--- config.mk ---
export PLATFORM = sky130hd
export DESIGN_NAME = multicycle_control_fsm
export DESIGN_NICKNAME = d
export VERILOG_FILES = /design/src/rtl/multicycle_control_fsm_pkg.sv /design/src/rtl/multicycle_control_fsm_alu_decoder.sv /design/src/rtl/multicycle_control_fsm.sv
export SDC_FILE = /design/constraint.sdc
export NUM_CORES = 1
export LEC_CHECK = 0
export ABC_AREA = 1
export CORE_AREA = 3 3 45 47
export CTS_CLUSTER_SIZE = 20
export DETAILED_ROUTE_END_ITERATION = 10
export DIE_AREA = 0 0 48 50
export GPL_TIMING_DRIVEN = 0
export PLACE_DENSITY = 0.75
export SYNTH_ARGS = -nofsm -noshare
export SYNTH_HDL_FRONTEND = slang
export SYNTH_SLANG_ARGS = --single-unit
--- constraint.sdc ---
create_clock -name clk -period 1.8 [get_ports clk]
set_input_delay 0.18 -clock clk [delete_from_list [all_inputs] [get_ports clk]]
set_output_delay 0.18 -clock clk [all_outputs]
set_load 0.01 [all_outputs]
--- src/rtl/multicycle_control_fsm_pkg.sv ---
// Shared types and encodings for the multicycle RV32I control path.
package riscv_ctrl_pkg;

    // Controller states; StTrap is only reachable when ILLEGAL_TRAP_EN is defined.
    typedef enum logic [3:0] {
        StFetch    = 4'd0,
        StDecode   = 4'd1,
        StMemAdr   = 4'd2,
        StMemRead  = 4'd3,
        StMemWb    = 4'd4,
        StMemWrite = 4'd5,
        StExecuteR = 4'd6,
        StExecuteI = 4'd7,
        StAluWb    = 4'd8,
        StBeq      = 4'd9,
        StJal      = 4'd10,
        StTrap     = 4'd11
    } state_t;

    // Opcodes (instr[6:0])
    localparam logic [6:0] OpLoad  = 7'b0000011;
    localparam logic [6:0] OpStore = 7'b0100011;
    localparam logic [6:0] OpRType = 7'b0110011;
    localparam logic [6:0] OpIType = 7'b0010011;
    localparam logic [6:0] OpBeq   = 7'b1100011;
    localparam logic [6:0] OpJal   = 7'b1101111;

    // Immediate format select for the sign-extension unit
    localparam logic [1:0] ImmI = 2'b00;
    localparam logic [1:0] ImmS = 2'b01;
    localparam logic [1:0] ImmB = 2'b10;
    localparam logic [1:0] ImmJ = 2'b11;

    // ALU operand A select
    localparam logic [1:0] SrcAPc    = 2'b00;
    localparam logic [1:0] SrcAOldPc = 2'b01;
    localparam logic [1:0] SrcARs1   = 2'b10;

    // ALU operand B select
    localparam logic [1:0] SrcBRs2  = 2'b00;
    localparam logic [1:0] SrcBImm  = 2'b01;
    localparam logic [1:0] SrcBFour = 2'b10;

    // Result bus select
    localparam logic [1:0] ResAluOut    = 2'b00;
    localparam logic [1:0] ResReadData  = 2'b01;
    localparam logic [1:0] ResAluResult = 2'b10;

    // Coarse ALU operation requested by the FSM
    localparam logic [1:0] AluOpAdd   = 2'b00;
    localparam logic [1:0] AluOpSub   = 2'b01;
    localparam logic [1:0] AluOpFunct = 2'b10;

    // ALU control encodings
    localparam logic [2:0] AluAdd = 3'b000;
    localparam logic [2:0] AluSub = 3'b001;
    localparam logic [2:0] AluAnd = 3'b010;
    localparam logic [2:0] AluOr  = 3'b011;
    localparam logic [2:0] AluSlt = 3'b101;

    // Immediate format depends on opcode alone; unlisted opcodes default to I-type.
    function automatic logic [1:0] imm_src_of(input logic [6:0] op);
        logic [1:0] imm;
        case (op)
            OpStore: imm = ImmS;
            OpBeq:   imm = ImmB;
            OpJal:   imm = ImmJ;
            default: imm = ImmI;
        endcase
        return imm;
    endfunction

endpackage

--- src/rtl/multicycle_control_fsm_alu_decoder.sv ---
// Combinational ALU decoder: coarse ALU op plus funct fields -> ALUControl.
module alu_decoder
    import riscv_ctrl_pkg::*;
(
    input  logic [1:0] alu_op,
    input  logic [2:0] funct3,
    input  logic       funct7b5,
    input  logic       op5,
    output logic [2:0] alu_control
);

    // Decode funct fields; funct7b5 only selects sub for register-register ops (op[5]=1).
    always_comb begin
        alu_control = AluAdd;
        case (alu_op)
            AluOpAdd: alu_control = AluAdd;
            AluOpSub: alu_control = AluSub;
            AluOpFunct: begin
                case (funct3)
                    3'b000:  alu_control = (op5 && funct7b5) ? AluSub : AluAdd;
                    3'b010:  alu_control = AluSlt;
                    3'b110:  alu_control = AluOr;
                    3'b111:  alu_control = AluAnd;
                    default: alu_control = AluAdd;
                endcase
            end
            default: alu_control = AluAdd;
        endcase
    end

endmodule

--- src/rtl/multicycle_control_fsm.sv ---
// Main control FSM for the multicycle RV32I core.
// Optional feature: define ILLEGAL_TRAP_EN to trap on unknown opcodes (adds illegal_instr output).
module multicycle_control_fsm
    import riscv_ctrl_pkg::*;
#(
    parameter int unsigned STATE_W = 4
) (
    input  logic               clk,
    input  logic               rst_n,
    input  logic [6:0]         op,
    input  logic [2:0]         funct3,
    input  logic               funct7b5,
    input  logic               Zero,
    input  logic               mem_ready,
    output logic               mem_req,
    output logic               AdrSrc,
    output logic               IRWrite,
    output logic               MemWrite,
    output logic               RegWrite,
    output logic               PCWrite,
    output logic [1:0]         ResultSrc,
    output logic [1:0]         ALUSrcA,
    output logic [1:0]         ALUSrcB,
    output logic [1:0]         ImmSrc,
    output logic [2:0]         ALUControl,
`ifdef ILLEGAL_TRAP_EN
    output logic               illegal_instr,
`endif
    output logic [STATE_W-1:0] state_o
);

    state_t     state_q, state_d;
    logic       req_raw, irw_raw, memw_raw, regw_raw, pc_update, branch;
    logic [1:0] alu_op;
    logic       illegal_raw;

    // State register; reset aborts any in-flight instruction and returns to fetch.
    always_ff @(posedge clk or negedge rst_n) begin
        if (!rst_n) begin
            state_q <= StFetch;
        end else begin
            state_q <= state_d;
        end
    end

    // Next-state and Moore output decode; enables gated by mem_ready/Zero where required.
    always_comb begin
        state_d     = state_q;
        req_raw     = 1'b0;
        AdrSrc      = 1'b0;
        irw_raw     = 1'b0;
        memw_raw    = 1'b0;
        regw_raw    = 1'b0;
        pc_update   = 1'b0;
        branch      = 1'b0;
        ResultSrc   = ResAluOut;
        ALUSrcA     = SrcAPc;
        ALUSrcB     = SrcBRs2;
        alu_op      = AluOpAdd;
        illegal_raw = 1'b0;
        unique case (state_q)
            StFetch: begin
                req_raw   = 1'b1;
                ALUSrcA   = SrcAPc;
                ALUSrcB   = SrcBFour;
                ResultSrc = ResAluResult;
                irw_raw   = mem_ready;
                pc_update = mem_ready;
                if (mem_ready) state_d = StDecode;
            end
            StDecode: begin
                // Compute the branch target early; used by beq.
                ALUSrcA = SrcAOldPc;
                ALUSrcB = SrcBImm;
                case (op)
                    OpLoad, OpStore: state_d = StMemAdr;
                    OpRType:         state_d = StExecuteR;
                    OpIType:         state_d = StExecuteI;
                    OpBeq:           state_d = StBeq;
                    OpJal:           state_d = StJal;
`ifdef ILLEGAL_TRAP_EN
                    default:         state_d = StTrap;
`else
                    default:         state_d = StFetch;
`endif
                endcase
            end
            StMemAdr: begin
                ALUSrcA = SrcARs1;
                ALUSrcB = SrcBImm;
                state_d = op[5] ? StMemWrite : StMemRead;
            end
            StMemRead: begin
                req_raw = 1'b1;
                AdrSrc  = 1'b1;
                if (mem_ready) state_d = StMemWb;
            end
            StMemWb: begin
                ResultSrc = ResReadData;
                regw_raw  = 1'b1;
                state_d   = StFetch;
            end
            StMemWrite: begin
                req_raw  = 1'b1;
                AdrSrc   = 1'b1;
                memw_raw = mem_ready;
                if (mem_ready) state_d = StFetch;
            end
            StExecuteR: begin
                ALUSrcA = SrcARs1;
                ALUSrcB = SrcBRs2;
                alu_op  = AluOpFunct;
                state_d = StAluWb;
            end
            StExecuteI: begin
                ALUSrcA = SrcARs1;
                ALUSrcB = SrcBImm;
                alu_op  = AluOpFunct;
                state_d = StAluWb;
            end
            StAluWb: begin
                ResultSrc = ResAluOut;
                regw_raw  = 1'b1;
                state_d   = StFetch;
            end
            StBeq: begin
                ALUSrcA   = SrcARs1;
                ALUSrcB   = SrcBRs2;
                alu_op    = AluOpSub;
                ResultSrc = ResAluOut;
                branch    = 1'b1;
                state_d   = StFetch;
            end
            StJal: begin
                // ALU forms the link value OldPC+4 while PC loads the target from ALUOut.
                ALUSrcA   = SrcAOldPc;
                ALUSrcB   = SrcBFour;
                alu_op    = AluOpAdd;
                ResultSrc = ResAluOut;
                pc_update = 1'b1;
                state_d   = StAluWb;
            end
`ifdef ILLEGAL_TRAP_EN
            StTrap: begin
                illegal_raw = 1'b1;
                state_d     = StTrap;
            end
`endif
            default: state_d = StFetch;
        endcase
    end

    // Write enables and request are held low for the whole time reset is asserted.
    assign mem_req  = rst_n & req_raw;
    assign IRWrite  = rst_n & irw_raw;
    assign MemWrite = rst_n & memw_raw;
    assign RegWrite = rst_n & regw_raw;
    assign PCWrite  = rst_n & (pc_update | (branch & Zero));

`ifdef ILLEGAL_TRAP_EN
    assign illegal_instr = illegal_raw;
`else
    logic unused_illegal;
    assign unused_illegal = illegal_raw;
`endif

    assign ImmSrc  = imm_src_of(op);
    assign state_o = STATE_W'(state_q);

    alu_decoder u_alu_decoder (
        .alu_op      (alu_op),
        .funct3      (funct3),
        .funct7b5    (funct7b5),
        .op5         (op[5]),
        .alu_control (ALUControl)
    );

endmodule

==> metrics.txt, run 1 <==
# TYPE chip_impl_metric gauge
chip_impl_metric{name="p_comb_frac",unit=""} 0.739
chip_impl_metric{name="area_delta_synth_final",unit="%"} 93.7
chip_impl_metric{name="global_route_wire_length_before_repair",unit="mm"} 3.19
chip_impl_metric{name="netlist.area_leader.share",unit=""} 0.169
chip_impl_metric{name="final_design_area_no_fill",unit="mm2"} 0.00115
chip_impl_info{name="timing_worst_setup_path_type",value="reg -> out"} 1
chip_impl_metric{name="die_y",unit="um"} 50
chip_impl_metric{name="multi_input_area",unit="um2"} 488
chip_impl_info{name="status",value="finished clean"} 1
chip_impl_metric{name="pin_count_of_the_biggest_net_entering_global_routing",unit=""} 10
chip_impl_metric{name="postSynthRegisterBits",unit=""} 4
chip_impl_metric{name="cts_max_level",unit=""} 1
chip_impl_metric{name="placedInstanceArea",unit="um2"} 963
chip_impl_metric{name="grt_pass1_vias",unit=""} 731
chip_impl_metric{name="syn_area_per_cell",unit="um2"} 5.86
chip_impl_metric{name="global_route.overflow_total",unit=""} 0
chip_impl_info{name="synth_area_leader_cell",value="sky130_fd_sc_hd__dfrtp_1"} 1
chip_impl_info{name="critical_path.top_delay_family",value="flip-flops"} 1
chip_impl_metric{name="power_switching",unit="mW"} 0.405
chip_impl_metric{name="critPathMaxFanout",unit=""} 5
chip_impl_info{name="synth_common_cells",value="sky130_fd_sc_hd__nand2_1, sky130_fd_sc_hd__inv_1, sky130_fd_sc_hd__nand3_1, sky130_fd_sc_hd__nor2_1, sky130_fd_sc_hd__inv_2"} 1
chip_impl_metric{name="timing_hold_violations_final",unit=""} 0
chip_impl_metric{name="netlist-cell-type-count",unit=""} 22
chip_impl_metric{name="crit_required",unit="ns"} 1.62
chip_impl_metric{name="initial_antenna_violation_count",unit=""} 0
chip_impl_metric{name="place.gp.congestion",unit=""} 0.821
chip_impl_metric{name="tightest_slew",unit="ns"} 0.266
chip_impl_metric{name="post_synthesis_cell_area",unit="um2"} 592
chip_impl_metric{name="netlist_instances",unit=""} 101
chip_impl_metric{name="critPathMaxStageDelay",unit="ns"} 0.45
chip_impl_metric{name="fmax_achieved",unit="MHz"} 558
chip_impl_info{name="source_of_the_worst_register_to_register_timing_path",value="state_o[3]"} 1
chip_impl_metric{name="drt-wirelength-per-cell",unit="um"} 12.5
chip_impl_metric{name="fin_crit_sh",unit=""} 0.995
chip_impl_metric{name="cts_made_buffers",unit=""} 3
chip_impl_metric{name="post-place-ws",unit="ns"} -0.427
chip_impl_metric{name="critical_path_buf_inv_count",unit=""} 3
chip_impl_metric{name="max_cap_violations",unit=""} 0
chip_impl_metric{name="regToRegSetupSlack",unit="ns"} 0.51
chip_impl_metric{name="p_per_area",unit="mW/mm2"} 771
chip_impl_info{name="endpoint_kind",value="output pin"} 1
chip_impl_metric{name="max-slew-margin-rel",unit=""} 0.822
chip_impl_metric{name="drv_slew",unit=""} 0
chip_impl_info{name="most_frequently_used_cell_type_in_the_post_synthesis_netlist",value="sky130_fd_sc_hd__nand2_1"} 1
chip_impl_info{name="holdCritPathClass",value="in -> async"} 1
chip_impl_info{name="tritoncts",value="yes"} 1
chip_impl_info{name="r2r-end",value="state_o[2]"} 1
chip_impl_info{name="startpoint_type",value="flop"} 1
chip_impl_info{name="cts-root-buf",value="sky130_fd_sc_hd__clkbuf_4"} 1
chip_impl_metric{name="global_route.usage.total",unit=""} 0.180
chip_impl_metric{name="fp.dieArea",unit="mm2"} 0.00240
chip_impl_metric{name="drt_drc_violations_left",unit=""} 0
chip_impl_metric{name="cts-root-to-sink-buffers",unit=""} 2
chip_impl_metric{name="largest_register_ffs",unit=""} 4
chip_impl_metric{name="worstRegToRegCells",unit=""} 7
chip_impl_metric{name="power.share.clock",unit=""} 0.121
chip_impl_metric{name="postSynth.asyncResetShare",unit=""} 1.00
chip_impl_metric{name="clock-sinks",unit=""} 4
chip_impl_metric{name="dpl.hpwl",unit="mm"} 1.38
chip_impl_metric{name="number_of_synthesized_flops_with_an_enable_pin",unit=""} 0
chip_impl_metric{name="row_count",unit=""} 15
chip_impl_metric{name="initial_core_util",unit=""} 0.350
chip_impl_info{name="setup_repair_after_global_routing_missed_its_margin",value="yes"} 1
chip_impl_metric{name="final_util",unit=""} 0.679
chip_impl_metric{name="yosysSeqAreaShare",unit=""} 0.169
chip_impl_metric{name="die_width",unit="um"} 48
chip_impl_metric{name="warning_count_from_the_yosys_run",unit=""} 0
chip_impl_metric{name="worstSetupPathDepth",unit=""} 8
chip_impl_metric{name="post_route_cells_drive_above_1_share",unit=""} 0.307
chip_impl_metric{name="antenna_cells_inserted",unit=""} 0
chip_impl_metric{name="intPower",unit="mW"} 0.479
chip_impl_metric{name="final_net_count",unit=""} 169
chip_impl_metric{name="worst_path_arrival",unit="ns"} 1.61
chip_impl_metric{name="design_power_total",unit="mW"} 0.884
chip_impl_metric{name="clk_transition_reported_paths",unit="ns"} 0.04
chip_impl_metric{name="fp.coreArea",unit="mm2"} 0.00169
chip_impl_metric{name="pin_count",unit=""} 36
chip_impl_metric{name="vias_per_instance",unit=""} 4.93
chip_impl_metric{name="synth_nets",unit=""} 118
chip_impl_info{name="critical_path.cell_chain",value="inv_4, nand2_4, nor2_4, inv_2, ha_4, a21oi_4, a21oi_2, buf_2"} 1
chip_impl_metric{name="vias",unit=""} 824
chip_impl_metric{name="port_buffers",unit=""} 35
chip_impl_metric{name="switching_share",unit=""} 0.459
chip_impl_metric{name="dr.pass1.iters",unit=""} 4
chip_impl_metric{name="setup_slack",unit="ns"} 0.00920
chip_impl_metric{name="postRouteWirelength",unit="mm"} 2.09
chip_impl_info{name="yosys-top-cells-area",value="sky130_fd_sc_hd__dfrtp_1, sky130_fd_sc_hd__nand2_1, sky130_fd_sc_hd__nand3_1"} 1
chip_impl_metric{name="drt_iter0_drc",unit=""} 13
chip_impl_metric{name="skew",unit="ns"} 0.00244
chip_impl_metric{name="hold_ws",unit="ns"} 0.502
chip_impl_info{name="synth_top_flop_cell",value="sky130_fd_sc_hd__dfrtp_1"} 1
chip_impl_metric{name="source_to_sink_clock_delay_at_the_later_pin_of_the_worst_skew_pair",unit="ns"} 0.23
chip_impl_info{name="cpMaxStageDelayCell",value="sky130_fd_sc_hd__dfrtp_2"} 1
chip_impl_metric{name="finalSetupViolCount",unit=""} 0
chip_impl_metric{name="vdd_drop_max",unit="mV"} 0.438
chip_impl_metric{name="seq_power_share",unit=""} 0.140
chip_impl_metric{name="leakagePower",unit="nW"} 0.647
chip_impl_metric{name="detail-route-antenna-nets",unit=""} 0
chip_impl_metric{name="final-seq-area",unit="um2"} 103
chip_impl_metric{name="nFillCells",unit=""} 135
chip_impl_metric{name="layout_min_cycle_time",unit="ns"} 1.79
-- cell families after synthesis --
kind of cell               synth area share
DFF                                   0.169
and+or+nand+nor                       0.575
AOI/OAI and AO/OA                    0.0740
buffers and inverters                 0.140
adders and majority gates            0.0423
-- power by group through the flow --
stage / Sequential, mW / Combinational, mW / Clock, mW
2_1_floorplan: 0.130 / 0.320 / 0
3_3_place_gp: 0.124 / 0.576 / 0
3_5_place_dp: 0.125 / 0.583 / 0
4_1_cts: 0.124 / 0.590 / 0.111
5_1_grt: 0.128 / 0.711 / 0.118
6_report: 0.124 / 0.653 / 0.107
-- layout by cell type, fill, tap and decap left out, types with 2 or more instances in the layout --
cell and count:
sky130_fd_sc_hd__dfrtp_2 2, sky130_fd_sc_hd__inv_2 5, sky130_fd_sc_hd__buf_2 2, sky130_fd_sc_hd__dlymetal6s2s_1 3, sky130_fd_sc_hd__dfrtp_1 2, sky130_fd_sc_hd__clkdlybuf4s15_1 2, sky130_fd_sc_hd__dlygate4sd2_1 10, sky130_fd_sc_hd__ha_4 2
sky130_fd_sc_hd__inv_1 14, sky130_fd_sc_hd__nor2_2 2, sky130_fd_sc_hd__nand3_2 2, sky130_fd_sc_hd__buf_4 9, sky130_fd_sc_hd__clkbuf_2 2, sky130_fd_sc_hd__nand2_4 2, sky130_fd_sc_hd__nand2_2 2, sky130_fd_sc_hd__nand2_1 26
sky130_fd_sc_hd__clkbuf_4 3, sky130_fd_sc_hd__clkdlybuf4s50_1 16, sky130_fd_sc_hd__nand4_1 2, sky130_fd_sc_hd__nand3_1 14, sky130_fd_sc_hd__nor2_4 6, sky130_fd_sc_hd__nor2_1 7
-- metrics by stage --
stage,setup TNS [ns],std cells
CTS,-0.0353,163
global route,-0.179,167
detailed placement,-1.58,153
floorplan,0,101
finish,0,167
global placement,-1.44,153
-- area by class of cell --
| type | count | area share |
|---|---|---|
| Buffer | 1 | 0.00983 |
| Clock buffer | 3 | 0.0197 |
| Inverter | 20 | 0.0677 |
| Multi-Input combinational cell | 76 | 0.426 |
| Sequential cell | 4 | 0.0895 |
| Tap cell | 17 | 0.0186 |
| Timing Repair Buffer | 46 | 0.369 |
-- worst max path at each step --
| stage | start | slack [ns] | end |
|---|---|---|---|
| after floorplan | state_o[3] | 0.11 | ALUControl[1] |
| after global placement | state_o[3] | -0.38 | ALUControl[1] |
| after detailed placement | state_o[3] | -0.43 | ALUControl[1] |
| after CTS | state_o[3] | -0.04 | ALUControl[1] |
| after global routing | state_o[1] | -0.08 | PCWrite |
| final | state_o[1] | 0.009 | ALUControl[0] |
-- routing by layer --
metal,track usage,wire [um]
met4,0.0762,31
met3,0.0219,105
met1,0.241,851
met5,0,0
met2,0.280,1100
-- repair_timing --
action	4_1_cts	5_1_grt
buffers inserted	6	4
endpoints found under the setup margin	17	8
hold endpoints to repair	4	0
hold buffers	1	0
pin swaps	2	6
resized for setup	32	17
Power figures use the tool's default switching activity.
==> run 2: changes to the inputs <==
- CORE_AREA: 3 3 45 47 -> 2 2 44 46
- DIE_AREA: 0 0 48 50 -> 0 0 46 48
==> metrics.txt, run 2 (synthesis results as in run 1) <==
# TYPE chip_impl_metric gauge
chip_impl_info{name="status",value="finished clean"} 1
chip_impl_info{name="tritoncts",value="yes"} 1
chip_impl_metric{name="source_to_sink_clock_delay_at_the_later_pin_of_the_worst_skew_pair",unit="ns"} 0.24
chip_impl_metric{name="drt_drc_violations_left",unit=""} 0
chip_impl_metric{name="max-slew-margin-rel",unit=""} 0.848
chip_impl_metric{name="hold_ws",unit="ns"} 0.165
chip_impl_metric{name="initial_antenna_violation_count",unit=""} 0
chip_impl_metric{name="critPathMaxFanout",unit=""} 9
chip_impl_metric{name="detail-route-antenna-nets",unit=""} 0
chip_impl_info{name="source_of_the_worst_register_to_register_timing_path",value="state_o[1]"} 1
chip_impl_info{name="layout.cells.most_common",value="sky130_fd_sc_hd__nand2_1"} 1
chip_impl_metric{name="cts_max_level",unit=""} 1
chip_impl_metric{name="dr.pass1.iters",unit=""} 4
chip_impl_info{name="holdCritPathClass",value="in -> async"} 1
chip_impl_metric{name="p_per_area",unit="mW/mm2"} 763
chip_impl_metric{name="leakagePower",unit="nW"} 0.628
chip_impl_metric{name="setup_slack",unit="ns"} 0.0154
chip_impl_metric{name="fin_crit_sh",unit=""} 0.991
chip_impl_metric{name="vias_per_instance",unit=""} 4.91
chip_impl_metric{name="pin_count",unit=""} 36
chip_impl_metric{name="row_count",unit=""} 15
chip_impl_info{name="critical_path.top_delay_family",value="buffers and inverters"} 1
chip_impl_metric{name="place.gp.congestion",unit=""} 0.813
chip_impl_info{name="critical_path.cell_chain",value="buf_6, nand2_4, nor2_4, inv_2, ha_4, a21oi_2, a21oi_1, buf_2"} 1
chip_impl_metric{name="fp.dieArea",unit="mm2"} 0.00221
chip_impl_metric{name="drv_slew",unit=""} 0
chip_impl_metric{name="global_route.usage.total",unit=""} 0.182
chip_impl_metric{name="drt_iter0_drc",unit=""} 9
chip_impl_metric{name="layout_min_cycle_time",unit="ns"} 1.78
chip_impl_metric{name="final_net_count",unit=""} 166
chip_impl_metric{name="vias",unit=""} 805
chip_impl_metric{name="global_route.overflow_total",unit=""} 0
chip_impl_metric{name="die_width",unit="um"} 46
chip_impl_metric{name="postRouteWirelength",unit="mm"} 1.97
chip_impl_metric{name="drt-wirelength-per-cell",unit="um"} 12.0
chip_impl_info{name="cpMaxStageDelayCell",value="sky130_fd_sc_hd__dfrtp_1"} 1
chip_impl_metric{name="port_buffers",unit=""} 35
chip_impl_metric{name="dpl.hpwl",unit="mm"} 1.39
chip_impl_metric{name="clock-sinks",unit=""} 4
chip_impl_info{name="startpoint_type",value="flop"} 1
chip_impl_info{name="timing_worst_setup_path_type",value="reg -> out"} 1
chip_impl_metric{name="skew",unit="ns"} 0.000929
chip_impl_metric{name="critPathMaxStageDelay",unit="ns"} 0.36
chip_impl_info{name="r2r-end",value="state_o[2]"} 1
chip_impl_metric{name="critical_path_buf_inv_count",unit=""} 3
chip_impl_metric{name="finalSetupViolCount",unit=""} 0
chip_impl_info{name="endpoint_kind",value="output pin"} 1
chip_impl_metric{name="tightest_slew",unit="ns"} 0.228
chip_impl_metric{name="pin_count_of_the_biggest_net_entering_global_routing",unit=""} 10
chip_impl_info{name="cts-root-buf",value="sky130_fd_sc_hd__clkbuf_4"} 1
chip_impl_metric{name="fmax_achieved",unit="MHz"} 560
chip_impl_metric{name="max_cap_violations",unit=""} 0
chip_impl_metric{name="post-place-ws",unit="ns"} -0.410
chip_impl_metric{name="grt_pass1_vias",unit=""} 690
chip_impl_metric{name="post_route_cells_drive_above_1_share",unit=""} 0.293
chip_impl_metric{name="cts-root-to-sink-buffers",unit=""} 2
chip_impl_metric{name="largest_register_ffs",unit=""} 4
chip_impl_metric{name="clk_transition_reported_paths",unit="ns"} 0.04
chip_impl_metric{name="die_y",unit="um"} 48
chip_impl_info{name="setup_repair_after_global_routing_missed_its_margin",value="yes"} 1
chip_impl_metric{name="worstSetupPathDepth",unit=""} 8
chip_impl_metric{name="cts_made_buffers",unit=""} 3
chip_impl_info{name="layout.cells.most_common_list",value="sky130_fd_sc_hd__nand2_1, sky130_fd_sc_hd__clkdlybuf4s50_1, sky130_fd_sc_hd__inv_1, sky130_fd_sc_hd__nand3_1, sky130_fd_sc_hd__dlygate4sd2_1"} 1
chip_impl_metric{name="regToRegSetupSlack",unit="ns"} 0.54
chip_impl_metric{name="area_delta_synth_final",unit="%"} 88.4
chip_impl_metric{name="fp.coreArea",unit="mm2"} 0.00169
chip_impl_metric{name="worstRegToRegCells",unit=""} 7
chip_impl_metric{name="initial_core_util",unit=""} 0.350
chip_impl_metric{name="antenna_cells_inserted",unit=""} 0
chip_impl_metric{name="crit_required",unit="ns"} 1.62
chip_impl_metric{name="global_route_wire_length_before_repair",unit="mm"} 2.84
chip_impl_metric{name="vdd_drop_max",unit="mV"} 0.403
chip_impl_metric{name="worst_path_arrival",unit="ns"} 1.60
chip_impl_metric{name="timing_hold_violations_final",unit=""} 0
run 2: power by group:
| part | internal (mW) | leakage, nW | total (mW) | switching (mW) |
|---|---|---|---|---|
| logic | 0.275 | 0.564 | 0.613 | 0.339 |
| registers | 0.108 | 0.0502 | 0.124 | 0.0163 |
| clock network | 0.0747 | 0.0138 | 0.113 | 0.0386 |
| total | 0.457 | 0.628 | 0.850 | 0.393 |
run 2: per-layer routing:
layer,part of all wire,GRT usage,vias to the layer above,wire [um]
li1,-,-,416,-
met1,0.42,0.205,366,823
met2,0.53,0.333,19,1040
met3,0.027,0.0113,4,54
met4,0.026,0.114,0,52
met5,0,0,-,0
run 2: worst max path at each step:
stage | end | slack, ns | start
after floorplan | ALUControl[1] | 0.11 | state_o[3]
after global placement | ALUControl[1] | -0.38 | state_o[3]
after detailed placement | ALUControl[1] | -0.41 | state_o[3]
after CTS | ALUControl[1] | -0.04 | state_o[3]
after global routing | ALUControl[0] | -0.05 | state_o[1]
final | ALUControl[0] | 0.02 | state_o[0]
run 2: worst register-to-register path, stage by stage (launching register included):
cell and delay [ns]:
sky130_fd_sc_hd__dfrtp_2 0.44, sky130_fd_sc_hd__buf_4 0.17, sky130_fd_sc_hd__nor2_2 0.15, sky130_fd_sc_hd__nand2_2 0.10, sky130_fd_sc_hd__nand3_2 0.08, sky130_fd_sc_hd__nand2_1 0.07, sky130_fd_sc_hd__nand2_1 0.08, sky130_fd_sc_hd__nand2_1 0.05
run 2: repair_timing:
item	4_1_cts	5_1_grt
endpoints found under the setup margin	17	7
pin swaps	2	3
setup buffers	5	3
hold buffers	0	0
gates cloned	0	0
resized for setup	31	15
run 2: cell type report:
type | count | area (um2)
Clock buffer | 3 | 22.5
Multi-Input combinational cell | 76 | 478
Tap cell | 17 | 21.3
Fill cell | 156 | 574
Sequential cell | 4 | 103
Inverter | 20 | 77.6
Timing Repair Buffer | 43 | 402
Buffer | 1 | 11.3
run 2: metrics by stage:
step                      area [um2]   util  cells  TNS, ns  total power, mW
after floorplan                  592      -    101        0            0.450
after global placement           963  0.570    153    -1.42            0.700
after detailed placement         963  0.570    153    -1.53            0.715
after CTS                       1030  0.608    161  -0.0385            0.831
after global routing            1110  0.660    164  -0.0939            0.918
final                           1110  0.660    164        0            0.850
